<file path="config.mk">
export PLATFORM = sky130hd
export DESIGN_NAME = main_fsm_flat
export DESIGN_NICKNAME = d
export VERILOG_FILES = /design/src/rtl/main_fsm_pkg.sv /design/src/rtl/main_fsm_if.sv /design/src/rtl/main_fsm_outdec.sv /design/src/rtl/main_fsm.sv /design/src/flat_wrapper.sv
export SDC_FILE = /design/constraint.sdc
export NUM_CORES = 1
export LEC_CHECK = 0
export ABC_AREA = 1
export CORE_AREA = 4 4 41 43
export DETAILED_ROUTE_END_ITERATION = 10
export DIE_AREA = 0 0 45 47
export PLACE_DENSITY_LB_ADDON = 0.3
export SYNTH_ARGS = -nofsm -noshare
export SYNTH_HDL_FRONTEND = slang
export SYNTH_SLANG_ARGS = --single-unit
</file>
<file path="constraint.sdc">
create_clock -name clk -period 1.3 [get_ports clk]
set_input_delay 0.195 -clock clk [delete_from_list [all_inputs] [get_ports clk]]
set_output_delay 0.195 -clock clk [all_outputs]
set_load 0.01 [all_outputs]
</file>
<file path="src/rtl/main_fsm_pkg.sv">
// Shared types and encodings for the multicycle main control FSM.
package main_fsm_pkg;

  typedef enum logic [3:0] {
    FETCH    = 4'd0,
    DECODE   = 4'd1,
    MEMADR   = 4'd2,
    MEMREAD  = 4'd3,
    MEMWB    = 4'd4,
    MEMWRITE = 4'd5,
    EXECR    = 4'd6,
    EXECI    = 4'd7,
    ALUWB    = 4'd8,
    BRANCH   = 4'd9,
    UNKNOWN  = 4'd10
  } state_t;

  localparam logic [1:0] SRCA_REG    = 2'b00;
  localparam logic [1:0] SRCA_PC     = 2'b01;
  localparam logic [1:0] SRCA_ALUOUT = 2'b10;

  localparam logic [1:0] SRCB_REG  = 2'b00;
  localparam logic [1:0] SRCB_IMM  = 2'b01;
  localparam logic [1:0] SRCB_FOUR = 2'b10;

  localparam logic [1:0] RES_ALUOUT = 2'b00;
  localparam logic [1:0] RES_DATA   = 2'b01;
  localparam logic [1:0] RES_ALU    = 2'b10;

  localparam logic [1:0] OP_DP  = 2'b00;
  localparam logic [1:0] OP_MEM = 2'b01;
  localparam logic [1:0] OP_BR  = 2'b10;

  typedef struct packed {
    logic       ir_write;
    logic       adr_src;
    logic [1:0] alu_src_a;
    logic [1:0] alu_src_b;
    logic       alu_op;
    logic [1:0] result_src;
    logic       next_pc;
    logic       reg_w;
    logic       mem_w;
    logic       branch;
    logic       illegal_op;
  } ctrl_t;

endpackage

</file>
<file path="src/rtl/main_fsm_if.sv">
// Control/handshake bundle between the main FSM (master) and the datapath/memory (slave).
// MemReady: the memory asserts it in any cycle it accepts a write or returns fetch/load
// data; the FSM holds its request (address select, MemW) unchanged until that cycle.
interface main_fsm_if;
  logic [1:0] Op;
  logic [5:0] Funct;
  logic       MemReady;
  logic       IRWrite;
  logic       AdrSrc;
  logic [1:0] ALUSrcA;
  logic [1:0] ALUSrcB;
  logic       ALUOp;
  logic [1:0] ResultSrc;
  logic       NextPC;
  logic       RegW;
  logic       MemW;
  logic       Branch;
  logic       IllegalOp;

  modport master (
    input  Op, Funct, MemReady,
    output IRWrite, AdrSrc, ALUSrcA, ALUSrcB, ALUOp, ResultSrc,
           NextPC, RegW, MemW, Branch, IllegalOp
  );

  modport slave (
    output Op, Funct, MemReady,
    input  IRWrite, AdrSrc, ALUSrcA, ALUSrcB, ALUOp, ResultSrc,
           NextPC, RegW, MemW, Branch, IllegalOp
  );
endinterface

</file>
<file path="src/rtl/main_fsm_outdec.sv">
// Combinational state -> control-word decode; MemReady only qualifies the fetch strobes.
module main_fsm_outdec
  import main_fsm_pkg::*;
(
  input  state_t state,
  input  logic   mem_ready,
  output ctrl_t  ctrl
);

  always_comb begin
    ctrl = '0;
    case (state)
      FETCH: begin
        ctrl.alu_src_a  = SRCA_PC;
        ctrl.alu_src_b  = SRCB_FOUR;
        ctrl.result_src = RES_ALU;
        ctrl.ir_write   = mem_ready;
        ctrl.next_pc    = mem_ready;
      end
      DECODE: begin
        ctrl.alu_src_a  = SRCA_PC;
        ctrl.alu_src_b  = SRCB_FOUR;
        ctrl.result_src = RES_ALU;
      end
      MEMADR:  ctrl.alu_src_b = SRCB_IMM;
      MEMREAD: ctrl.adr_src   = 1'b1;
      MEMWB: begin
        ctrl.result_src = RES_DATA;
        ctrl.reg_w      = 1'b1;
      end
      MEMWRITE: begin
        ctrl.adr_src = 1'b1;
        ctrl.mem_w   = 1'b1;
      end
      EXECR: ctrl.alu_op = 1'b1;
      EXECI: begin
        ctrl.alu_src_b = SRCB_IMM;
        ctrl.alu_op    = 1'b1;
      end
      ALUWB: ctrl.reg_w = 1'b1;
      BRANCH: begin
        ctrl.alu_src_a  = SRCA_ALUOUT;
        ctrl.alu_src_b  = SRCB_IMM;
        ctrl.result_src = RES_ALU;
        ctrl.branch     = 1'b1;
      end
      UNKNOWN: ctrl.illegal_op = 1'b1;
      default: ctrl = '0;
    endcase
  end

endmodule

</file>
<file path="src/rtl/main_fsm.sv">
// Multicycle main control FSM with MemReady stalls in fetch and data-memory states.
// Optional performance counters (CycleCnt/InstrCnt) when MAINFSM_PERFCNT_EN is defined.
module main_fsm
  import main_fsm_pkg::*;
#(
  parameter int CNT_W = 32
) (
  input  logic              clk,
  input  logic              reset,
  main_fsm_if.master        bus,
`ifdef MAINFSM_PERFCNT_EN
  output logic [CNT_W-1:0]  CycleCnt,
  output logic [CNT_W-1:0]  InstrCnt,
`endif
  output state_t            dbg_state
);

  state_t state;
  state_t state_next;
  ctrl_t  ctrl;
  logic   strobe_en;

  always_ff @(posedge clk) begin
    if (reset) state <= FETCH;
    else       state <= state_next;
  end

  always_comb begin
    state_next = state;
    case (state)
      FETCH:   if (bus.MemReady) state_next = DECODE;
      DECODE: begin
        case (bus.Op)
          OP_MEM:  state_next = MEMADR;
          OP_DP:   state_next = bus.Funct[5] ? EXECI : EXECR;
          OP_BR:   state_next = BRANCH;
          default: state_next = UNKNOWN;
        endcase
      end
      MEMADR:   state_next = bus.Funct[0] ? MEMREAD : MEMWRITE;
      MEMREAD:  if (bus.MemReady) state_next = MEMWB;
      MEMWRITE: if (bus.MemReady) state_next = FETCH;
      EXECR,
      EXECI:    state_next = ALUWB;
      MEMWB,
      ALUWB,
      BRANCH,
      UNKNOWN:  state_next = FETCH;
      // Any encoding outside the enum recovers straight into fetch.
      default:  state_next = FETCH;
    endcase
  end

  main_fsm_outdec u_outdec (
    .state     (state),
    .mem_ready (bus.MemReady),
    .ctrl      (ctrl)
  );

  // Write/side-effect strobes are forced low for the whole reset window.
  assign strobe_en     = ~reset;
  assign bus.IRWrite   = ctrl.ir_write   & strobe_en;
  assign bus.NextPC    = ctrl.next_pc    & strobe_en;
  assign bus.RegW      = ctrl.reg_w      & strobe_en;
  assign bus.MemW      = ctrl.mem_w      & strobe_en;
  assign bus.Branch    = ctrl.branch     & strobe_en;
  assign bus.IllegalOp = ctrl.illegal_op & strobe_en;
  assign bus.AdrSrc    = ctrl.adr_src;
  assign bus.ALUSrcA   = ctrl.alu_src_a;
  assign bus.ALUSrcB   = ctrl.alu_src_b;
  assign bus.ALUOp     = ctrl.alu_op;
  assign bus.ResultSrc = ctrl.result_src;
  assign dbg_state     = state;

  logic unused_funct;
  assign unused_funct = ^bus.Funct[4:1];

`ifdef MAINFSM_PERFCNT_EN
  logic instr_done;

  always_comb begin
    instr_done = 1'b0;
    case (state)
      MEMWB, ALUWB, BRANCH, UNKNOWN: instr_done = 1'b1;
      MEMWRITE:                      instr_done = bus.MemReady;
      default:                       instr_done = 1'b0;
    endcase
  end

  always_ff @(posedge clk) begin
    if (reset) begin
      CycleCnt <= '0;
      InstrCnt <= '0;
    end else begin
      CycleCnt <= CycleCnt + CNT_W'(1);
      if (instr_done) InstrCnt <= InstrCnt + CNT_W'(1);
    end
  end
`else
  logic unused_cnt_w;
  assign unused_cnt_w = (CNT_W > 0);
`endif

endmodule
</file>
<file path="src/flat_wrapper.sv">
// flat-port wrapper written by rule: the top's interface ports become plain ports
module main_fsm_flat import main_fsm_pkg::*;
#(
  parameter int CNT_W = 32
)
  (clk, reset, dbg_state, bus_Op, bus_Funct, bus_MemReady, bus_IRWrite, bus_AdrSrc, bus_ALUSrcA, bus_ALUSrcB, bus_ALUOp, bus_ResultSrc, bus_NextPC, bus_RegW, bus_MemW, bus_Branch, bus_IllegalOp);
  main_fsm_if bus_i ();
  input  logic clk;
  input  logic reset;
  output state_t dbg_state;
  input wire logic [$bits(bus_i.Op)-1:0] bus_Op;
  input wire logic [$bits(bus_i.Funct)-1:0] bus_Funct;
  input wire logic [$bits(bus_i.MemReady)-1:0] bus_MemReady;
  output wire logic [$bits(bus_i.IRWrite)-1:0] bus_IRWrite;
  output wire logic [$bits(bus_i.AdrSrc)-1:0] bus_AdrSrc;
  output wire logic [$bits(bus_i.ALUSrcA)-1:0] bus_ALUSrcA;
  output wire logic [$bits(bus_i.ALUSrcB)-1:0] bus_ALUSrcB;
  output wire logic [$bits(bus_i.ALUOp)-1:0] bus_ALUOp;
  output wire logic [$bits(bus_i.ResultSrc)-1:0] bus_ResultSrc;
  output wire logic [$bits(bus_i.NextPC)-1:0] bus_NextPC;
  output wire logic [$bits(bus_i.RegW)-1:0] bus_RegW;
  output wire logic [$bits(bus_i.MemW)-1:0] bus_MemW;
  output wire logic [$bits(bus_i.Branch)-1:0] bus_Branch;
  output wire logic [$bits(bus_i.IllegalOp)-1:0] bus_IllegalOp;
  assign bus_i.Op = bus_Op;
  assign bus_i.Funct = bus_Funct;
  assign bus_i.MemReady = bus_MemReady;
  assign bus_IRWrite = bus_i.IRWrite;
  assign bus_AdrSrc = bus_i.AdrSrc;
  assign bus_ALUSrcA = bus_i.ALUSrcA;
  assign bus_ALUSrcB = bus_i.ALUSrcB;
  assign bus_ALUOp = bus_i.ALUOp;
  assign bus_ResultSrc = bus_i.ResultSrc;
  assign bus_NextPC = bus_i.NextPC;
  assign bus_RegW = bus_i.RegW;
  assign bus_MemW = bus_i.MemW;
  assign bus_Branch = bus_i.Branch;
  assign bus_IllegalOp = bus_i.IllegalOp;
  main_fsm #(.CNT_W(CNT_W)) u_core (.clk(clk), .reset(reset), .bus(bus_i), .dbg_state(dbg_state));
endmodule
</file>
======== After elaboration in Yosys (flattened, before gate mapping) ========
Index checks and enable logic that the tools add are counted.
storage, ports and cells
  logic and storage cells ................. 48
  bits of input ports ..................... 11
  flip-flop bits (word level) ............. 4
  output and inout bits ................... 18
cells by class
  multiplexer cells ....................... 17
  reductions and logical operators ........ 9
  equal/unequal tests ..................... 15
  bitwise operators ....................... 6
operators by type and width
  kind                                            count
  case mux 4 bit (6 select lines)                 1
  == test 4 x 3 -> 1 bit (second input constant)  4
  == test 4 bit (second input constant)           3
  2-to-1 mux 4 bit                                3
  case mux 2 bit (2 select lines)                 3
  case mux 4 bit (3 select lines)                 1
  == test 4 x 2 -> 1 bit (second input constant)  2
  2-to-1 mux 1 bit                                8
  OR reduction 2 bit                              4
  != test 2 bit (second input constant)           3
  OR reduction 3 bit                              2
  bitwise AND 1 bit                               5
  == test 4 x 1 -> 1 bit (second input constant)  1
  zero test 4 bit                                 1
  2-to-1 mux 3 bit                                1
  AND reduction 3 bit                             1
  == test 2 x 1 -> 1 bit (second input constant)  1
  == test 2 bit (second input constant)           1
  zero test 2 bit                                 1
  inverter 1 bit                                  1

======== Logic depth before layout (Yosys ltp) ========
Gate-level depths: netlist (run 1).
  word-level depth ........................ 4
  gate-level depth with buffers ........... 7
  gate-level depth less buffers ........... 7

======== By module ========
A second synthesis (run 1) with hierarchy kept.
second synthesis, totals
  cell total of the unflattened synthesis .. 97
  area total of the unflattened synthesis .. 504.2 µm²
modules (own cells, without submodules)
  module           instances  cells an instance  area an instance (µm²)  sequential area each (µm²)
  main_fsm         1          62                 354.1                   80.1
  main_fsm_outdec  1          35                 150.1                   0.0

======== Worst setup path before layout (run 1) ========
Ideal clock, no wire load.
  path type ............................... flip-flop to output port
  start point ............................. reg u_core.state[3] (netlist: u_core.dbg_state[3])
  end point ............................... out bus_NextPC
  buffers on the path ..................... 1
  stages on the path, launching flop included .. 5
  setup slack ............................. -0.082 ns
  required time ........................... 1.105 ns
  data arrival time ....................... 1.187 ns
  cells stage by stage .................... dfxtp_1 > nor2_4 > nand2_1 > nor3_1 > buf_4
between the ends
  longest elaborated chain between the ends .. 3
RTL lines
  what                      line                source
  start: declaration        main_fsm.sv:18      state_t state;
  start signal: assignment  main_fsm.sv:25      else state <= state_next;
  zero test 4 bit           n/a
  2-to-1 mux 1 bit          n/a
  bitwise AND 1 bit         n/a
  end: declaration          flat_wrapper.sv:20  output wire logic [$bits(bus_i.NextPC)-1:0] bus_NextPC;
No other way between the ends.

======== Worst setup path after layout (run 1) ========
  start point ............................. reg u_core.state[3] (netlist: u_core.dbg_state[3])
  end point ............................... out bus_ALUSrcB[0]
between the ends
  longest elaborated chain between the ends .. 3
  elaborated cells on any way between the ends .. 8
  classes of those cells .................. eq/ne: 4; mux: 1; reduce/logical: 3
RTL lines
  what                                                                line                   source
  == test 4 bit (tied with other cells)                               main_fsm_outdec.sv:12  case (state)
  OR reduction 3 bit (no line) or OR reduction 2 bit (tied branches)  n/a
  case mux 2 bit (2 select lines) (*)                                 main_fsm_outdec.sv:12
  end: declaration                                                    flat_wrapper.sv:17     output wire logic [$bits(bus_i.ALUSrcB)-1:0] bus_ALUSrcB;
Mark *: on every way between the ends. The rest lies on a longest branch, timed or not.

==> results of run 1 <==
[where the power goes]
part	switching, mW	internal [mW]	leakage [nW]
clock network	0.0448	0.103	0.0138
logic	0.457	0.483	0.443
registers	0.0538	0.163	0.0356
[Yosys cell counts]
cell / count
a211oi_1: 1
nand2_2: 3
o211ai_1: 1
o21a_1: 1
dfxtp_1: 4
a21oi_2: 2
inv_2: 1
a21oi_1: 1
nor2_4: 2
inv_1: 15
nor2_1: 11
nand3_1: 5
buf_4: 2
nor2_2: 4
nand3_2: 1
nand2_1: 14
o21ai_0: 1
nor3_1: 2
[worst reg2reg max path: stages (launching register included)]
cell,delay [ns]
dfxtp_4,0.36
nor2_4,0.20
buf_4,0.14
buf_4,0.09
buf_4,0.11
nand2_1,0.08
nor2_2,0.09
nor2_1,0.06
a21oi_2,0.10
[what timing repair did]
| action | CTS | global route |
|---|---|---|
| setup endpoints to repair | 18 | 14 |
| resized for setup | 90 | 15 |
| pin swaps | 6 | 7 |
| setup buffers | 6 | 2 |
[area by class of cell]
type / count / area (µm²) / area share [%]
clock buffer: 3 / 22.5 / 2.49
inverter: 16 / 65.1 / 7.18
timing repair buffer: 48 / 388 / 42.8
multi-input combinational: 49 / 317 / 34.9
tap: 15 / 18.8 / 2.07
sequential: 4 / 95.1 / 10.5
[routing by layer]
layer | vias up | share of wire, %
met5 | - | 0
met4 | 0 | 0.95
met3 | 2 | 5.4
met2 | 23 | 55
met1 | 279 | 39
li1 | 316 | -
[worst paths after layout]
kind	start	to
hold / removal	reset	u_core.dbg_state[1]$_SDFFE_PP0P_
setup / recovery	u_core.dbg_state[3]$_SDFFE_PP0P_	bus_ALUSrcB[0]
setup reg to reg	u_core.dbg_state[3]$_SDFFE_PP0P_	u_core.dbg_state[2]$_SDFFE_PP0P_
hold reg to reg	u_core.dbg_state[0]$_SDFFE_PP0P_	u_core.dbg_state[0]$_SDFFE_PP0P_
[layout by cell type, fill, tap and decap left out, drive strengths merged]
cell type	instances
buf	38
nand2	17
nor2	17
inv	16
nand3	6
clkdlybuf4s50	5
dlygate4sd2	5
dfxtp	4
a21oi	3
clkbuf	3
nor3	2
a211oi	1
o21ai	1
o211ai	1
o21a	1
[stage by stage]
| step | area, µm² | power [mW] | util, % | worst slack (ns) | setup TNS, ns |
|---|---|---|---|---|---|
| 3_3_place_gp | 787 | 0.963 | 60.5 | -0.418 | -4.09 |
| 6_report | 906 | 1.30 | 69.6 | -0.0863 | -0.529 |
| 4_1_cts | 857 | 1.21 | 65.9 | -0.0849 | -0.383 |
| 3_5_place_dp | 787 | 0.975 | 60.5 | -0.458 | -4.37 |
| 5_1_grt | 906 | 1.41 | 69.6 | -0.178 | -1.66 |
| 2_1_floorplan | 415 | 0.561 | - | 0.0237 | 0 |
[logic make-up (layout without fill, tap and decap cells)]
logic type	Yosys count	after routing	synth area share, %
and+or+nand+nor	42	42	50.0
buffers and inverters	18	67	18.3
AOI/OAI and AO/OA	7	7	12.2
DFF	4	4	19.5
==> results.toml, run 1 <==
[clock_tree]
path_clk_slew_ns = 0.03
tritoncts.num_buffers = 3
cts_hold_buf = 0
tritoncts = "yes"
cts_root_buf = "clkbuf_4"
cts-htree-levels = 1
cts.sink_count = 4
clock_path_buffers = 2
clock_latency_ns = 0.23

[sta]
drv_slew = 0
worst_slack_ns = -0.0863
hold-worst-slack_ns = 0.563
skew_ns = 0.00281
rsz_0062_raised_after_global_routing = "yes"
max_freq_ghz = 0.721
relSlewSlack_pct = 82.8
timing_hold_violations_final = 0
tightest_slew_ns = 0.258
period_share_pct = 107
timing.final.setup_violations = 11
finalCriticalPeriod_ns = 1.39

[route]
detail_route.iter0.violations = 1
viasPerCell = 4.59
drt_wl_total_mm = 1.48
dr_total_vias = 620
antenna_violating_nets_post_route = 0
drcViolationCount = 0
wire_per_inst_um = 11.0
drt_first_pass_iters = 6

[die]
die_x_um = 45
std_cell_rows = 13
initial_core_utilization_pct = 31.5
placeableCoreArea_mm2 = 0.00130
chipHeight_um = 47
top_level_ports = 29
floorplan_die_area_mm2 = 0.00212

[synthesis]
yosys_synthesis_warning_count = 0
total_nets_after_synthesis = 82
post_synth_main_area_contributors = "dfxtp_1 (20%), inv_1 (14%), nand2_1 (13%)"
yosys.cell_types.count = 18
synthesis.area_per_instance_um2 = 5.78
netlist.top_cell.by_area = "dfxtp_1"
postSynthCellCount = 71
syn-cell-area_um2 = 410
yosysTopAreaCellShare_pct = 19.5
yosysSeqAreaShare_pct = 19.5
synth-seq-cells = 4

[setup_path]
cp_max_fo = 5
cp_num_buf_inv = 2
end_kind = "output port"
path_common_cell = "nor2_4"
cp_cell_sequence = "nor2_4, inv_2, nor2_4, a21oi_2, nand2_1, buf_2"
critical_path.max_stage_delay_ns = 0.36
cp_data_required_time_ns = 1.11
critical_path_cell_count = 6
start_kind = "register"
crit_family = "flip-flops"
crit_type = "reg2out"
critPathArrivalTime_ns = 1.19
rr_worst_depth = 8
worst-r2r-setup-slack_ns = 0
cpMaxStageDelayCell = "dfxtp_4"

[global_route]
antenna_violations_before_repair = 0
global_route.usage.met2_pct = 28.8
use_met3_pct = 3.83
groute.layer.met1.usage_pct = 17.1
wire_length_of_the_first_global_routing_pass_mm = 2.37
groute.usage.overall_pct = 15.4
overflow = 0
number_of_global_route_vias_before_repair = 584
maximum_number_of_pins_on_one_net_before_global_route_repair = 7
grt-busiest-layer = "met2"

[layout]
layout.filler_cells = 114
final_cells = 135
syn_to_final_growth_pct = 121
final_layout_size_suffix_gt1_share_pct = 65.0
diodes = 0
num-nets-final = 133
largest_reg_flops = 4

[flow_run]
cap_violations = 0

[placed_design]
dpl.cell_count = 125
place_congestion = 0.837
port_buffers = 24
hpwl_mm = 1.07

[worst_hold_path]
hold_depth = 4
hold_path.class = "in2reg"

[outcome]
status = "finished with violations"
failed_checks = "negative setup slack"

[power]
ir_drop_mv = 1.25
cellLeakagePower_nw = 0.492
powerDensity_mw_per_mm2 = 1440
Note: power is estimated with default switching activity, not from simulation.
==> run 2, diff against run 1 <==
--- a/config.mk
+++ b/config.mk
@@ -6,6 +6,7 @@
 export NUM_CORES = 1
 export LEC_CHECK = 0
 export ABC_AREA = 1
+export CAP_MARGIN = 20
 export CORE_AREA = 4 4 41 43
 export DETAILED_ROUTE_END_ITERATION = 10
 export DIE_AREA = 0 0 45 47
==> results of run 2 <==
Same layout as run 1: the final DEF is identical, and so are final timing and power.
==> run 3, diff against run 2 <==
--- a/config.mk
+++ b/config.mk
@@ -10,7 +10,7 @@
 export CORE_AREA = 4 4 41 43
 export DETAILED_ROUTE_END_ITERATION = 10
 export DIE_AREA = 0 0 45 47
-export PLACE_DENSITY_LB_ADDON = 0.3
+export PLACE_DENSITY = 0.72
 export SYNTH_ARGS = -nofsm -noshare
 export SYNTH_HDL_FRONTEND = slang
 export SYNTH_SLANG_ARGS = --single-unit
==> run 3 against run 2 <==
Compared with the run above: the flow still finishes with violations (negative setup slack); fmax decreased by 0.87%; largest cell class unchanged; non-clock buffer count fell by 5; clock power grew 4%; cell area shrank 0.28%; setup slack got worse by 0.012 ns; core utilization shrank 0.19 points; critical endpoint is now bus_ALUSrcA[0]; wire length increased by 7.7%; count of clock-buffer cells in the layout did not move; global-route usage down 0.44 points; register-to-register slack hardly changed.
==> results.toml, run 3 (synthesis results as in run 1) <==
[die]
placeableCoreArea_mm2 = 0.00130
floorplan_die_area_mm2 = 0.00212
initial_core_utilization_pct = 31.5
top_level_ports = 29
std_cell_rows = 13
die_x_um = 45
chipHeight_um = 47

[sta]
max_freq_ghz = 0.715
hold-worst-slack_ns = 0.560
finalCriticalPeriod_ns = 1.40
timing.final.setup_violations = 9
rsz_0062_raised_after_global_routing = "yes"
tightest_slew_ns = 0.269
relSlewSlack_pct = 82.1
drv_slew = 0
skew_ns = 0.00714
setup_total_negative_slack_ns = -0.693
timing_hold_violations_final = 0
period_share_pct = 108
worst_slack_ns = -0.0985

[setup_path]
path_common_cell = "buf_6"
critPathArrivalTime_ns = 1.20
start_kind = "register"
cp_max_fo = 4
cpMaxStageDelayCell = "dfxtp_2"
cp_cell_sequence = "buf_6, nor2_4, buf_4, nand2_4, inv_2, buf_6"
cp_num_buf_inv = 4
crit_type = "reg2out"
critical_path.max_stage_delay_ns = 0.32
cp_data_required_time_ns = 1.11
end_kind = "output port"
crit_family = "buffers and inverters"

[clock_tree]
clock_latency_ns = 0.24
cts-htree-levels = 1
tritoncts = "yes"
clock_path_buffers = 2
cts_hold_buf = 0
cts_root_buf = "clkbuf_4"
path_clk_slew_ns = 0.04
cts.sink_count = 4
tritoncts.num_buffers = 3

[power]
logic_pwr_share_pct = 73.9
fraction_of_power_spent_switching_nets_pct = 43.8
ir_drop_mv = 0.987
power.share.clock_pct = 11.6
cellLeakagePower_nw = 0.488
internal_power_uw = 748
total_switching_power_uw = 583
powerDensity_mw_per_mm2 = 1470
total_power_mw = 1.33
power.share.sequential_pct = 14.5

[layout]
num-nets-final = 128
final_layout_size_suffix_gt1_share_pct = 64.3
commonest_non_fill_non_tap_cells_in_the_layout = "buf_6 (15), buf_4 (11), inv_2 (9), nand2_1 (8)"
mostFrequentLayoutCell = "buf_6"
largest_reg_flops = 4
diodes = 0
finalCoreUtilization_pct = 69.4
syn_to_final_growth_pct = 120

[global_route]
maximum_number_of_pins_on_one_net_before_global_route_repair = 6
number_of_global_route_vias_before_repair = 553
antenna_violations_before_repair = 0
groute.usage.overall_pct = 15.0
wire_length_of_the_first_global_routing_pass_mm = 2.27
overflow = 0

[outcome]
failed_checks = "negative setup slack"
status = "finished with violations"

[route]
drcViolationCount = 0
detail_route.iter0.violations = 6
dr_total_vias = 602
drt_wl_total_mm = 1.59
antenna_violating_nets_post_route = 0
wire_per_inst_um = 12.3
drt_first_pass_iters = 4
viasPerCell = 4.63

[placed_design]
port_buffers = 24
hpwl_mm = 1.08
place_congestion = 0.868

[worst_hold_path]
hold_path.class = "in2reg"

[flow_run]
cap_violations = 0
-- run 3: changes by cell type in the layout (fill, tap and decap cells not counted), sizes merged --
cell / change
clkbuf: +1
buf: -6
-- run 3: area by class of cell --
| class | count | area [µm²] |
|---|---|---|
| multi-input cells | 49 | 334 |
| repair buffers | 43 | 380 |
| fillers | 124 | 398 |
| flip-flops and latches | 4 | 87.6 |
| clock buffers | 3 | 22.5 |
| inverters | 16 | 60.1 |
| well taps | 15 | 18.8 |
-- run 3: worst register-to-register path: stages, from the launching register on --
cell and delay, ns:
dfxtp_2 0.32, buf_6 0.12, nor2_4 0.15, buf_4 0.16, nand2_4 0.06, buf_4 0.13
nor2_1 0.11, nor2_1 0.06, a21oi_2 0.13
-- run 3: repair_timing --
action,4_1_cts,5_1_grt
buffers inserted,3,1
setup endpoints to repair,18,15
gates resized for setup,78,31
pin swaps,8,11
-- run 3: worst paths after layout --
path	from	slack, ns	cells after the start	end
setup / recovery	u_core.dbg_state[2]$_SDFFE_PP0P_	-0.1	6	bus_ALUSrcA[0]
hold reg to reg	u_core.dbg_state[0]$_SDFFE_PP0P_	0.70	4	u_core.dbg_state[0]$_SDFFE_PP0P_
setup reg to reg	u_core.dbg_state[2]$_SDFFE_PP0P_	0	8	u_core.dbg_state[0]$_SDFFE_PP0P_
hold / removal	reset	0.56	4	u_core.dbg_state[1]$_SDFFE_PP0P_
-- run 3: layer usage --
layer  vias up  wire, µm  part of all wire [%]  GRT usage (%)
li1        305         -                     -              -
met1       273       598                    38           16.6
met2        22       896                    56           27.7
met3         2        83                   5.2           2.68
met4         0        15                  0.94           7.02
met5         -         0                     0              0
-- run 3: through the flow --
stage	area, µm²	cells	setup WS, ns
3_3_place_gp	787	125	-0.421
2_1_floorplan	415	71	0.0237
4_1_cts	811	131	-0.135
5_1_grt	903	130	-0.174
6_report	903	130	-0.0985
3_5_place_dp	787	125	-0.452
-- run 3: power by group through the flow --
stage	registers (mW)	clock network, mW	logic, mW
after floorplan	0.200	0	0.362
after global placement	0.176	0	0.795
after detailed placement	0.177	0	0.811
after CTS	0.187	0.160	0.872
after global routing	0.197	0.176	1.05
final	0.193	0.154	0.984
